## src/rtl/cp0_except_commit.sv

```systemverilog
// CP0 register file with exception/ERET commit, MTC0 writes, Count/Compare timer and interrupt sampling.
// All updates land on the edge the request is presented; reads are combinational from the registers.
package cp0_pkg;
  typedef struct packed {
    logic        flush;
    logic [4:0]  code;
    logic        eret;
    logic [31:0] cur_pc;
    logic [31:0] jump_pc;
    logic [31:0] extra;
    logic        delayslot;
  } ExceptReq_t;

  typedef struct packed {
    logic        we;
    logic [4:0]  waddr;
    logic [2:0]  sel;
    logic [31:0] wdata;
  } CP0RegWriteReq_t;

  typedef struct packed {
    logic [31:0] badvaddr;
    logic [31:0] count;
    logic [31:0] compare;
    logic [31:0] status;
    logic [31:0] cause;
    logic [31:0] epc;
    logic [31:0] prid;
    logic [31:0] cfg;
    logic [31:0] errorepc;
  } CP0Regs_t;

  localparam logic [4:0] CP0_BADVADDR = 5'd8;
  localparam logic [4:0] CP0_COUNT    = 5'd9;
  localparam logic [4:0] CP0_COMPARE  = 5'd11;
  localparam logic [4:0] CP0_STATUS   = 5'd12;
  localparam logic [4:0] CP0_CAUSE    = 5'd13;
  localparam logic [4:0] CP0_EPC      = 5'd14;
  localparam logic [4:0] CP0_PRID     = 5'd15;
  localparam logic [4:0] CP0_CONFIG   = 5'd16;
  localparam logic [4:0] CP0_ERROREPC = 5'd30;

  localparam logic [31:0] CONFIG_VALUE = 32'h8000_0000;

  // Status: CU0, BEV, IM, KSU, ERL, EXL, IE are software-writable; Cause: only IP[1:0].
  function automatic logic [31:0] cp0_write_mask(input logic [4:0] addr, input logic [2:0] sel);
    logic [31:0] m;
    m = '0;
    if (sel == 3'd0) begin
      case (addr)
        CP0_COUNT, CP0_COMPARE, CP0_EPC, CP0_ERROREPC: m = 32'hFFFF_FFFF;
        CP0_STATUS: m = 32'h1040_FF1F;
        CP0_CAUSE:  m = 32'h0000_0300;
        default:    m = '0;
      endcase
    end
    return m;
  endfunction
endpackage

module cp0_except_commit
  import cp0_pkg::*;
#(
  parameter logic [31:0] PRID_VALUE   = 32'h0001_8000,
  parameter logic [31:0] STATUS_RESET = 32'h0040_0004
) (
  input  logic            clk,
  input  logic            rst,
  input  ExceptReq_t      except_req,
  input  CP0RegWriteReq_t wb_cp0_reg_wr,
  input  logic [5:0]      int_hw,
  input  logic [4:0]      raddr,
  input  logic [2:0]      rsel,
  output logic [31:0]     rdata,
  output CP0Regs_t        cp0_regs,
  output logic            is_user_mode,
  output logic            timer_int
);
  logic [31:0] status_q, status_d, epc_q, epc_d, errorepc_q, errorepc_d;
  logic [31:0] badvaddr_q, badvaddr_d, count_q, count_d, compare_q, compare_d;
  logic        toggle_q, toggle_d, timer_q, timer_d, bd_q, bd_d;
  logic [1:0]  ce_q, ce_d, ip_sw_q, ip_sw_d;
  logic [4:0]  exccode_q, exccode_d, ip_hw_q, ip_hw_d;
  logic [31:0] wr_mask, wr_dat, cause;
  logic        unused_jump;

  assign unused_jump = ^except_req.jump_pc;

  assign wr_mask = cp0_write_mask(wb_cp0_reg_wr.waddr, wb_cp0_reg_wr.sel);
  assign wr_dat  = wb_cp0_reg_wr.wdata & wr_mask;

  always_comb begin
    status_d   = status_q;
    epc_d      = epc_q;
    errorepc_d = errorepc_q;
    badvaddr_d = badvaddr_q;
    compare_d  = compare_q;
    bd_d       = bd_q;
    ce_d       = ce_q;
    exccode_d  = exccode_q;
    ip_sw_d    = ip_sw_q;
    ip_hw_d    = int_hw[4:0];
    toggle_d   = ~toggle_q;
    count_d    = toggle_q ? count_q + 32'd1 : count_q;
    timer_d    = timer_q | ((count_q == compare_q) && (compare_q != '0));

    if (except_req.flush) begin
      if (!except_req.eret) begin
        // A nested exception keeps the EPC/BD of the original fault.
        if (!status_q[1]) begin
          epc_d = except_req.delayslot ? except_req.cur_pc - 32'd4 : except_req.cur_pc;
          bd_d  = except_req.delayslot;
        end
        status_d[1] = 1'b1;
        exccode_d   = except_req.code;
        ce_d        = (except_req.code == 5'd11) ? except_req.extra[1:0] : 2'b00;
        if (except_req.code >= 5'd1 && except_req.code <= 5'd5)
          badvaddr_d = except_req.extra;
      end else if (status_q[2]) begin
        status_d[2] = 1'b0;
      end else begin
        status_d[1] = 1'b0;
      end
    end else if (wb_cp0_reg_wr.we && wb_cp0_reg_wr.sel == 3'd0) begin
      case (wb_cp0_reg_wr.waddr)
        CP0_COUNT: begin
          count_d  = wr_dat;
          toggle_d = 1'b0;
        end
        CP0_COMPARE: begin
          compare_d = wr_dat;
          timer_d   = 1'b0;
        end
        CP0_STATUS:   status_d   = (status_q & ~wr_mask) | wr_dat;
        CP0_CAUSE:    ip_sw_d    = wr_dat[9:8];
        CP0_EPC:      epc_d      = wr_dat;
        CP0_ERROREPC: errorepc_d = wr_dat;
        default: ;
      endcase
    end
  end

  always_ff @(posedge clk) begin
    if (rst) begin
      status_q   <= STATUS_RESET;
      epc_q      <= '0;
      errorepc_q <= '0;
      badvaddr_q <= '0;
      count_q    <= '0;
      compare_q  <= '0;
      toggle_q   <= 1'b0;
      timer_q    <= 1'b0;
      bd_q       <= 1'b0;
      ce_q       <= '0;
      exccode_q  <= '0;
      ip_sw_q    <= '0;
      ip_hw_q    <= '0;
    end else begin
      status_q   <= status_d;
      epc_q      <= epc_d;
      errorepc_q <= errorepc_d;
      badvaddr_q <= badvaddr_d;
      count_q    <= count_d;
      compare_q  <= compare_d;
      toggle_q   <= toggle_d;
      timer_q    <= timer_d;
      bd_q       <= bd_d;
      ce_q       <= ce_d;
      exccode_q  <= exccode_d;
      ip_sw_q    <= ip_sw_d;
      ip_hw_q    <= ip_hw_d;
    end
  end

  // IP[7] follows the live int_hw[5] line; IP[6:2] is the sampled copy.
  assign cause = {bd_q, timer_q, ce_q, 12'b0, timer_q | int_hw[5], ip_hw_q, ip_sw_q,
                  1'b0, exccode_q, 2'b00};

  assign timer_int    = timer_q;
  assign is_user_mode = (status_q[4:3] == 2'b10) && !status_q[1] && !status_q[2];

  assign cp0_regs = '{badvaddr: badvaddr_q, count: count_q, compare: compare_q,
                      status: status_q, cause: cause, epc: epc_q, prid: PRID_VALUE,
                      cfg: CONFIG_VALUE, errorepc: errorepc_q};

  always_comb begin
    rdata = '0;
    if (rsel == 3'd0) begin
      case (raddr)
        CP0_BADVADDR: rdata = badvaddr_q;
        CP0_COUNT:    rdata = count_q;
        CP0_COMPARE:  rdata = compare_q;
        CP0_STATUS:   rdata = status_q;
        CP0_CAUSE:    rdata = cause;
        CP0_EPC:      rdata = epc_q;
        CP0_PRID:     rdata = PRID_VALUE;
        CP0_CONFIG:   rdata = CONFIG_VALUE;
        CP0_ERROREPC: rdata = errorepc_q;
        default:      rdata = '0;
      endcase
    end
  end
endmodule
```

## config.mk

```make
export PLATFORM = sky130hd
export DESIGN_NAME = cp0_except_commit
export DESIGN_NICKNAME = d
export VERILOG_FILES = /design/src/rtl/cp0_except_commit.sv
export SDC_FILE = /design/constraint.sdc
export NUM_CORES = 1
export LEC_CHECK = 0
export BUFFER_PORTS_ARGS = -buffer_cell sky130_fd_sc_hd__buf_2
export CAP_MARGIN = 20
export CORE_AREA = 10 10 179 181
export DETAILED_ROUTE_END_ITERATION = 7
export DIE_AREA = 0 0 189 191
export PLACE_DENSITY = 0.73
export SLEW_MARGIN = 40
export SYNTH_ARGS = -nofsm -noshare
export SYNTH_HDL_FRONTEND = slang
export SYNTH_SLANG_ARGS = --single-unit
```

## constraint.sdc

```tcl
create_clock -name clk -period 1.9 [get_ports clk]
set_clock_uncertainty 0.2 [all_clocks]
set_input_delay 0.285 -clock clk [delete_from_list [all_inputs] [get_ports clk]]
set_output_delay 0.285 -clock clk [all_outputs]
set_load 0.01 [all_outputs]
```

== Word-level counts from Yosys, hierarchy flattened ==
Cells that the tools add are included.

* Bits in registers: 209
* Bits of input ports: 161
* Output and inout port bits: 322
* Word-level logic and storage cells: 102

* Add/subtract/negate cells: 2
* Magnitude comparators: 2
* Equality and inequality tests: 22
* Muxes and demuxes: 27
* Bitwise logic cells: 10
* Reductions and logical operators: 24

{| class="wikitable"
|+ Operator list
! cell !! number
|-
| $mux W32 || 12
|-
| $pmux W32 S9 || 1
|-
| $pmux W32 S3 || 1
|-
| $eq A5 B4 Y1 const B || 13
|-
| $and A32 B32 Y32 || 2
|-
| $add A32 B1 Y32 const B || 1
|-
| $eq A32 B32 Y1 || 1
|-
| $not A32 Y32 || 1
|-
| $or A32 B32 Y32 || 1
|-
| $reduce_bool A32 Y1 || 1
|-
| $sub A32 B3 Y32 const B || 1
|-
| $reduce_and A3 Y1 || 8
|-
| $eq A5 B5 Y1 const B || 3
|-
| $mux W1 || 9
|-
| $logic_not A3 Y1 || 2
|-
| $mux W3 || 2
|-
| $ne A2 B2 Y1 const B || 3
|-
| $reduce_bool A2 Y1 || 3
|-
| $ge A5 B1 Y1 const B || 1
|-
| $le A5 B3 Y1 const B || 1
|-
| $logic_and A1 B1 Y1 || 5
|-
| $mux W2 || 2
|-
| $not A1 Y1 || 4
|-
| $reduce_and A4 Y1 || 1
|-
| 6 further kinds || 8
|}

== Longest topological paths before layout ==
Gate-level depths: netlist (run 1).

* Word-level depth: 10
* Mapped depth: 9
* Mapped depth without buffers: 7

== Worst setup path before layout (run 1) ==
Ideal clock, no wire load.

* Path type: input to output
* Start point: input port raddr[0]
* End point: output port rdata[10]
* Arrival: 1.727 ns
* Data required time: 1.415 ns
* Slack: -0.312 ns
* Cell stages on the path: 8
* Buffers on the path: 4
* Path through: clkbuf_1 -> nor4bb_1 -> buf_2 -> and2_1 -> clkbuf_1 -> buf_2 -> a222oi_1 -> a21oi_1

* Cells in the longest elaborated chain, start to end: 3
* Elaborated cells between the ends (all ways): 11
* Those cells by class: eq/ne: 9; mux: 2

{| class="wikitable"
|+ Ends and longest elaborated chain
! item !! RTL line !! source
|-
| start: declaration || 72 || <nowiki>input logic [4:0] raddr,</nowiki>
|-
| $eq A5 B5 Y1 / $eq A5 B4 Y1 (equally long branches) || 189 || <nowiki>case (raddr)</nowiki>
|-
| $pmux W32 S9 * || 189 ||
|-
| $mux W32 * || 188 || <nowiki>if (rsel == 3'd0) begin</nowiki>
|-
| end: declaration || 74 || <nowiki>output logic [31:0] rdata,</nowiki>
|}

Every way passes the cells marked *; elsewhere a longest branch is shown, timed or not.

== Worst setup path in the final report (run 1) ==
* Start point: register epc_q[19]
* End point: output port rdata[19]

* Cells in the longest elaborated chain, start to end: 2

{| class="wikitable"
|+ Ends and longest elaborated chain
! item !! RTL line !! source
|-
| start: declaration || 79 || <nowiki>logic [31:0] status_q, status_d, epc_q, epc_d, errorepc_q, errorepc_d;</nowiki>
|-
| start signal: assignment || 160 || <nowiki>epc_q <= epc_d;</nowiki>
|-
| $pmux W32 S9 || 189 ||
|-
| $mux W32 || 188 ||
|}

No other way between the ends.

==> results of run 1 <==
-- where the power goes --
part	switching (mW)	internal (mW)	leakage, nW	total (mW)
registers	0.0872	4.44	1.71	4.53
clock network	1.98	3.01	0.409	4.99
logic	0.822	0.654	5.64	1.48
-- metal layers --
layer,GRT usage,up-vias,wire length (um)
met5,0,-,0
met4,0.134,0,3030
met3,0.0962,202,7660
met2,0.514,1091,29300
met1,0.397,6944,23700
li1,-,6406,-
-- critical path, cell delays in order (launching register included) --
cell      delay, ns
dfxtp_2        0.34
a222oi_1       0.75
a21oi_2        0.10
buf_2          0.18
-- path summary, 6_finish.rpt --
path                                                   from                          end  slack [ns]  depth (start not counted)
worst max-delay path                 epc_q[19]$_SDFFE_PP0P_                    rdata[19]       -0.46                          3
worst min register to register  errorepc_q[22]$_SDFFE_PP0P_  errorepc_q[22]$_SDFFE_PP0P_        0.27                          2
worst min-delay path                         except_req[87]       epc_q[22]$_SDFFE_PP0P_        0.03                          4
worst max register to register       count_q[15]$_SDFF_PP0_       count_q[31]$_SDFF_PP0_       -0.06                          8
-- cells in the mapped netlist (all sizes together) (24+ instances only) --
cell / n / area (um2)
clkbuf: 72 / 320
nand3: 98 / 500
xor2: 26 / 228
dfxtp: 209 / 4180
a222oi: 32 / 320
a211oi: 31 / 233
buf: 131 / 911
a21oi: 209 / 1050
nand2: 213 / 800
xnor2: 50 / 438
nor2: 67 / 259
nor3: 24 / 125
nor2b: 28 / 175
nor4: 24 / 163
nand4: 35 / 225
-- cell usage in the layout, fill, tap and decap left out, types with 7 or more instances in the layout --
| cell type | n |
|---|---|
| buf_4 | 217 |
| nor2_1 | 60 |
| a21o_1 | 7 |
| and2_1 | 7 |
| buf_2 | 362 |
| a22oi_1 | 14 |
| buf_6 | 37 |
| o21ai_0 | 17 |
| mux2i_1 | 19 |
| a22oi_2 | 7 |
| o31ai_1 | 8 |
| xor2_1 | 26 |
| a211oi_1 | 29 |
| clkbuf_16 | 28 |
| a221oi_2 | 15 |
| dlygate4sd3_1 | 76 |
| nor4_1 | 19 |
| buf_8 | 7 |
| buf_12 | 26 |
| a222oi_1 | 32 |
| nor3_1 | 20 |
| nand2_1 | 211 |
| dfxtp_1 | 175 |
| nand3_1 | 93 |
| conb_1 | 79 |
| xnor2_1 | 50 |
| a21oi_1 | 172 |
| a31oi_1 | 10 |
| and3_1 | 13 |
| dfxtp_2 | 29 |
| nand4_1 | 34 |
| a21oi_2 | 32 |
| nor2b_1 | 27 |
-- through the flow --
stage / cell area (um2) / setup WS (ns) / cells / hold slack [ns] / util
2_1_floorplan: 12200 / -0.180 / 1543 / 0.209 / -
3_3_place_gp: 15200 / -0.600 / 2326 / 0.256 / 0.535
3_5_place_dp: 15200 / -0.594 / 2326 / 0.262 / 0.535
4_1_cts: 17400 / -0.407 / 2464 / 0.0175 / 0.611
5_1_grt: 18100 / -0.509 / 2503 / 0.0321 / 0.635
6_report: 18100 / -0.465 / 2503 / 0.0255 / 0.635
-- area by class of cell --
class / count / area (um2)
Tap cell: 384 / 480
Clock buffer: 35 / 713
Clock inverter: 8 / 121
Inverter: 7 / 26.3
Sequential cell: 209 / 4240
Multi-Input combinational cell: 1124 / 7090
Fill cell: 2506 / 10400
Timing Repair Buffer: 730 / 5380
Antenna cell: 6 / 15.0
-- timing repair --
action                                  CTS  global route
resized for setup                       105            84
endpoints found under the setup margin   40            48
pin swaps                                31            53
hold endpoints to repair                153             0
setup buffers                            21            36
hold buffers                             76             0
gates cloned                              2             5
-- logic make-up (layout without fill, tap and decap cells) --
family                     Yosys count  count (layout)  share of synthesized area
buffers and inverters              210             780                      0.108
DFF                                209             209                      0.359
and+or+nand+nor                    558             558                      0.242
xor gates and xnor gates            76              76                     0.0572
other                                2              85                   0.000645
AOI/OAI and AO/OA                  387             387                      0.212
adders and majority gates            2               2                    0.00215
muxes                               22              22                     0.0190
==> results.sh, run 1 <==
export IMPL_grt_pass1_wl_um=90000
export IMPL_finalHoldViolations=0
export IMPL_clock_sinks=209
export IMPL_total_power_mw=11.0
export IMPL_rsz0062_at_grt="true"
export IMPL_finalCritPeriodShare=1.24
export IMPL_root_buffer="clkbuf_16"
export IMPL_viasPerCell=5.85
export IMPL_io_buffers=371
export IMPL_clockBufferDepth=3
export IMPL_dr_pass1_iters=8
export IMPL_drt_wl_total_um=63700
export IMPL_p_leak_nw=7.76
export IMPL_gp_routability_congestion=0.976
export IMPL_min_path_type="in -> reg"
export IMPL_crit_path_start_kind="flip-flop"
export IMPL_slew_headroom=0.429
export IMPL_place_hpwl_um=47300
export IMPL_fin_tns_setup_ns=-10.81
export IMPL_setup_viol=36
export IMPL_slew_viol_final=0
export IMPL_fp_dieH_um=191
export IMPL_die_area_um2=36100
export IMPL_ys_seq_area_frac=0.359
export IMPL_synth_edf_count=0
export IMPL_ys_async_sr_fraction=0
export IMPL_netlist_cell_type_count=73
export IMPL_nets=2260
export IMPL_ys_seq_elements=209
export IMPL_syn_area_um2=11600
export IMPL_yosysWarnings=0
export IMPL_grt_max_degree=115
export IMPL_avgSynthCellArea_um2=7.94
export IMPL_synth_top_flop_cell="dfxtp_1"
export IMPL_grt_pass1_vias=14200
export IMPL_clk_pin_slew_worst_paths_ns=0.06
export IMPL_crit_arrival_ns=1.88
export IMPL_max_clock_freq_mhz=423
export IMPL_status="finished with violations"
export IMPL_insertion_delay_ns=0.52
export IMPL_powerDensity_nw_per_um2=608
export IMPL_drc_errors=2
export IMPL_final_layout_size_suffix_gt1_frac=0.403
export IMPL_gr_usage_all_layers=0.322
export IMPL_num_rows=62
export IMPL_worstSetupEndpointType="output pin"
export IMPL_initial_core_util=0.409
export IMPL_drt_iter0_markers=2068
export IMPL_vias=14600
export IMPL_cts_tree="built"
export IMPL_period_needed_ns=2.36
export IMPL_io_pin_count=483
export IMPL_timing_critical_path_fanout_max=3
export IMPL_setup_ws_ns=-0.465
export IMPL_setup_worst_path_class="reg -> out"
export IMPL_die_x_um=189
export IMPL_wire_per_inst_um=25.4
export IMPL_numCtsBuffers=25
export IMPL_grt_overflow_total=0
export IMPL_syn_to_final_growth_pct=55.2
export IMPL_cp_required_ns=1.41
export IMPL_core_area_um2=28500
export IMPL_antenna_left=0
export IMPL_drv_cap=0
export IMPL_antenna_found_initial=6
export IMPL_worst_slew_pin_slew_ns=0.857
export IMPL_htree_levels=1
export IMPL_synth_cells=1466
export IMPL_vdd_ir_drop_worst_uv=571
export IMPL_violations="design-rule violations, negative setup slack"
Power figures use the tool's default switching activity.
==> run 2: changes to the inputs <==
--- a/config.mk
+++ b/config.mk
@@ -10,6 +10,7 @@
 export CORE_AREA = 10 10 179 181
 export DETAILED_ROUTE_END_ITERATION = 7
 export DIE_AREA = 0 0 189 191
+export GPL_TIMING_DRIVEN = 0
 export PLACE_DENSITY = 0.73
 export SLEW_MARGIN = 40
 export SYNTH_ARGS = -nofsm -noshare
==> results.sh, run 2 (synthesis results as in run 1) <==
export IMPL_io_pin_count=483
export IMPL_placedCellCount=2289
export IMPL_drt_wl_total_um=65600
export IMPL_critPathMostFrequentCell="buf_6"
export IMPL_grtUsageMet2=0.544
export IMPL_finalCritPeriodShare=1.27
export IMPL_setup_ws_ns=-0.522
export IMPL_min_path_type="in -> reg"
export IMPL_antenna_left=0
export IMPL_met1_usage=0.404
export IMPL_num_rows=62
export IMPL_vias=14800
export IMPL_slew_headroom=0.345
export IMPL_viasPerCell=6.04
export IMPL_initial_core_util=0.409
export IMPL_grt_max_degree=13
export IMPL_path_delay_family="compound AO/OA/AOI/OAI gates"
export IMPL_grt_util_met3=0.0926
export IMPL_fp_dieH_um=191
export IMPL_insertion_delay_ns=0.53
export IMPL_final_layout_size_suffix_gt1_frac=0.372
export IMPL_seqCellArea_um2=4240
export IMPL_dr_pass1_iters=8
export IMPL_powerDensity_nw_per_um2=608
export IMPL_crit_path_start_kind="primary input"
export IMPL_numCtsBuffers=24
export IMPL_wire_per_inst_um=26.8
export IMPL_startpoint="raddr[0]"
export IMPL_gp_routability_congestion=1.07
export IMPL_place_ws_ns=-1.22
export IMPL_cp_required_ns=1.41
export IMPL_finalHoldViolations=0
export IMPL_drt_iter0_markers=2299
export IMPL_reg2reg_to="count_q[30]$_SDFF_PP0_"
export IMPL_worst_r2r_setup_slack_ns=-0.14
export IMPL_grt_pass1_vias=13900
export IMPL_reg2regPathDepth=9
export IMPL_syn_to_final_growth_pct=49.5
export IMPL_htree_levels=1
export IMPL_cp_depth=8
export IMPL_root_buffer="clkbuf_16"
export IMPL_worst_slew_pin_slew_ns=0.983
export IMPL_endpoint="rdata[16]"
export IMPL_layout_commonest_cell="buf_2"
export IMPL_cts_tree="built"
export IMPL_timing_critical_path_fanout_max=7
export IMPL_crit_arrival_ns=1.94
export IMPL_worstSetupEndpointType="output pin"
export IMPL_die_x_um=189
export IMPL_crit_slowest_cell="a222oi_1"
export IMPL_drc_errors=6
export IMPL_multi_input_area_um2=7230
export IMPL_setup_worst_path_class="in -> out"
export IMPL_rsz0062_at_grt="true"
export IMPL_total_power_mw=10.6
export IMPL_die_area_um2=36100
export IMPL_period_needed_ns=2.42
export IMPL_status="finished with violations"
export IMPL_grt_overflow_total=0
export IMPL_io_buffers=362
export IMPL_core_area_um2=28500
export IMPL_p_leak_nw=7.31
export IMPL_nets=2213
export IMPL_clock_sinks=209
export IMPL_cp_num_buf_inv=4
export IMPL_max_clock_freq_mhz=413
export IMPL_layout_common_cells="buf_2, nand2_1, dfxtp_1, a21oi_1, buf_4"
export IMPL_grt_pass1_wl_um=92200
export IMPL_slowest_delay_ns=0.58
export IMPL_vdd_ir_drop_worst_uv=483
export IMPL_utilization=0.611
export IMPL_fill_cells=2493
export IMPL_clockBufferDepth=3
export IMPL_slew_viol_final=0
export IMPL_setup_viol=41
export IMPL_antenna_found_initial=3
export IMPL_crit_path_cell_trace="clkbuf_16, nor4bb_4, buf_4, buf_6, a21o_1, a222oi_1, a21oi_4, buf_6"
export IMPL_instances_no_fill=2450
export IMPL_r2r_start="count_q[7]$_SDFF_PP0_"
export IMPL_drv_cap=0
export IMPL_place_hpwl_um=49800
export IMPL_violations="design-rule violations, negative setup slack"
export IMPL_gr_usage_all_layers=0.334
export IMPL_grt_busiest_layer="met2"
export IMPL_clk_pin_slew_worst_paths_ns=0.06
==> run 2: report_power, final <==
| group | leakage [nW] | internal (mW) | switching (mW) |
|---|---|---|---|
| clock | 0.375 | 2.65 | 1.92 |
| sequential | 1.71 | 4.44 | 0.0946 |
| combinational | 5.23 | 0.620 | 0.857 |
| total | 7.31 | 7.71 | 2.88 |
==> run 2: worst min-delay path by stage <==
stage,from,endpoint,slack (ns),cells past startpoint
floorplan,wb_cp0_reg_wr[22],flip-flop,0.21,2
global placement,errorepc_q[14]$_SDFFE_PP0P_,errorepc_q[14]$_SDFFE_PP0P_,0.25,2
detailed placement,errorepc_q[22]$_SDFFE_PP0P_,errorepc_q[22]$_SDFFE_PP0P_,0.26,2
CTS,except_req[77],epc_q[12]$_SDFFE_PP0P_,0.008,4
global route,except_req[68],epc_q[3]$_SDFFE_PP0P_,0.04,3
finish,except_req[95],epc_q[30]$_SDFFE_PP0P_,0.01,4
==> run 2: final cells by class <==
type / instances / share of cell area
multi-input combinational: 1124 / 0.415
sequential: 209 / 0.244
timing repair buffer: 489 / 0.180
buffer: 195 / 0.0873
clock buffer: 36 / 0.0424
tap: 384 / 0.0276
inverter: 7 / 0.00165
clock inverter: 4 / 0.00129
antenna: 2 / 0.000288
==> run 2: worst register-to-register path: cells and delay by family, from the launching register on <==
kind,cells,cell delay (ns)
AO/OA/AOI/OAI,1,0.23
XOR/XNOR,1,0.15
buffers and inverters,4,0.49
flip-flops,1,0.33
AND/OR/NAND/NOR,3,0.52
==> run 2: stage by stage <==
stage / setup TNS (ns) / hold WS [ns] / cell area (um2)
after floorplan: -5.60 / 0.209 / 12200
after CTS: -13.25 / 0.00769 / 16900
after global placement: -129.89 / 0.250 / 14400
final: -13.01 / 0.0119 / 17400
after detailed placement: -122.86 / 0.260 / 14500
after global routing: -14.31 / 0.0396 / 17400
==> run 2: routing by layer <==
layer	share of wire	wire length (um)	up-vias
li1	-	-	6326
met1	0.35	23200	6970
met2	0.45	29700	1236
met3	0.13	8780	273
met4	0.060	3930	2
met5	0.00026	17	-
==> run 2: timing repair <==
action | CTS | global route
gates resized for setup | 167 | 100
gates cloned | 5 | 1
buffers inserted | 18 | 25
endpoints found under the hold margin | 144 | 0
pin swaps | 35 | 30
setup endpoints to repair | 111 | 78
hold buffers | 81 | 0
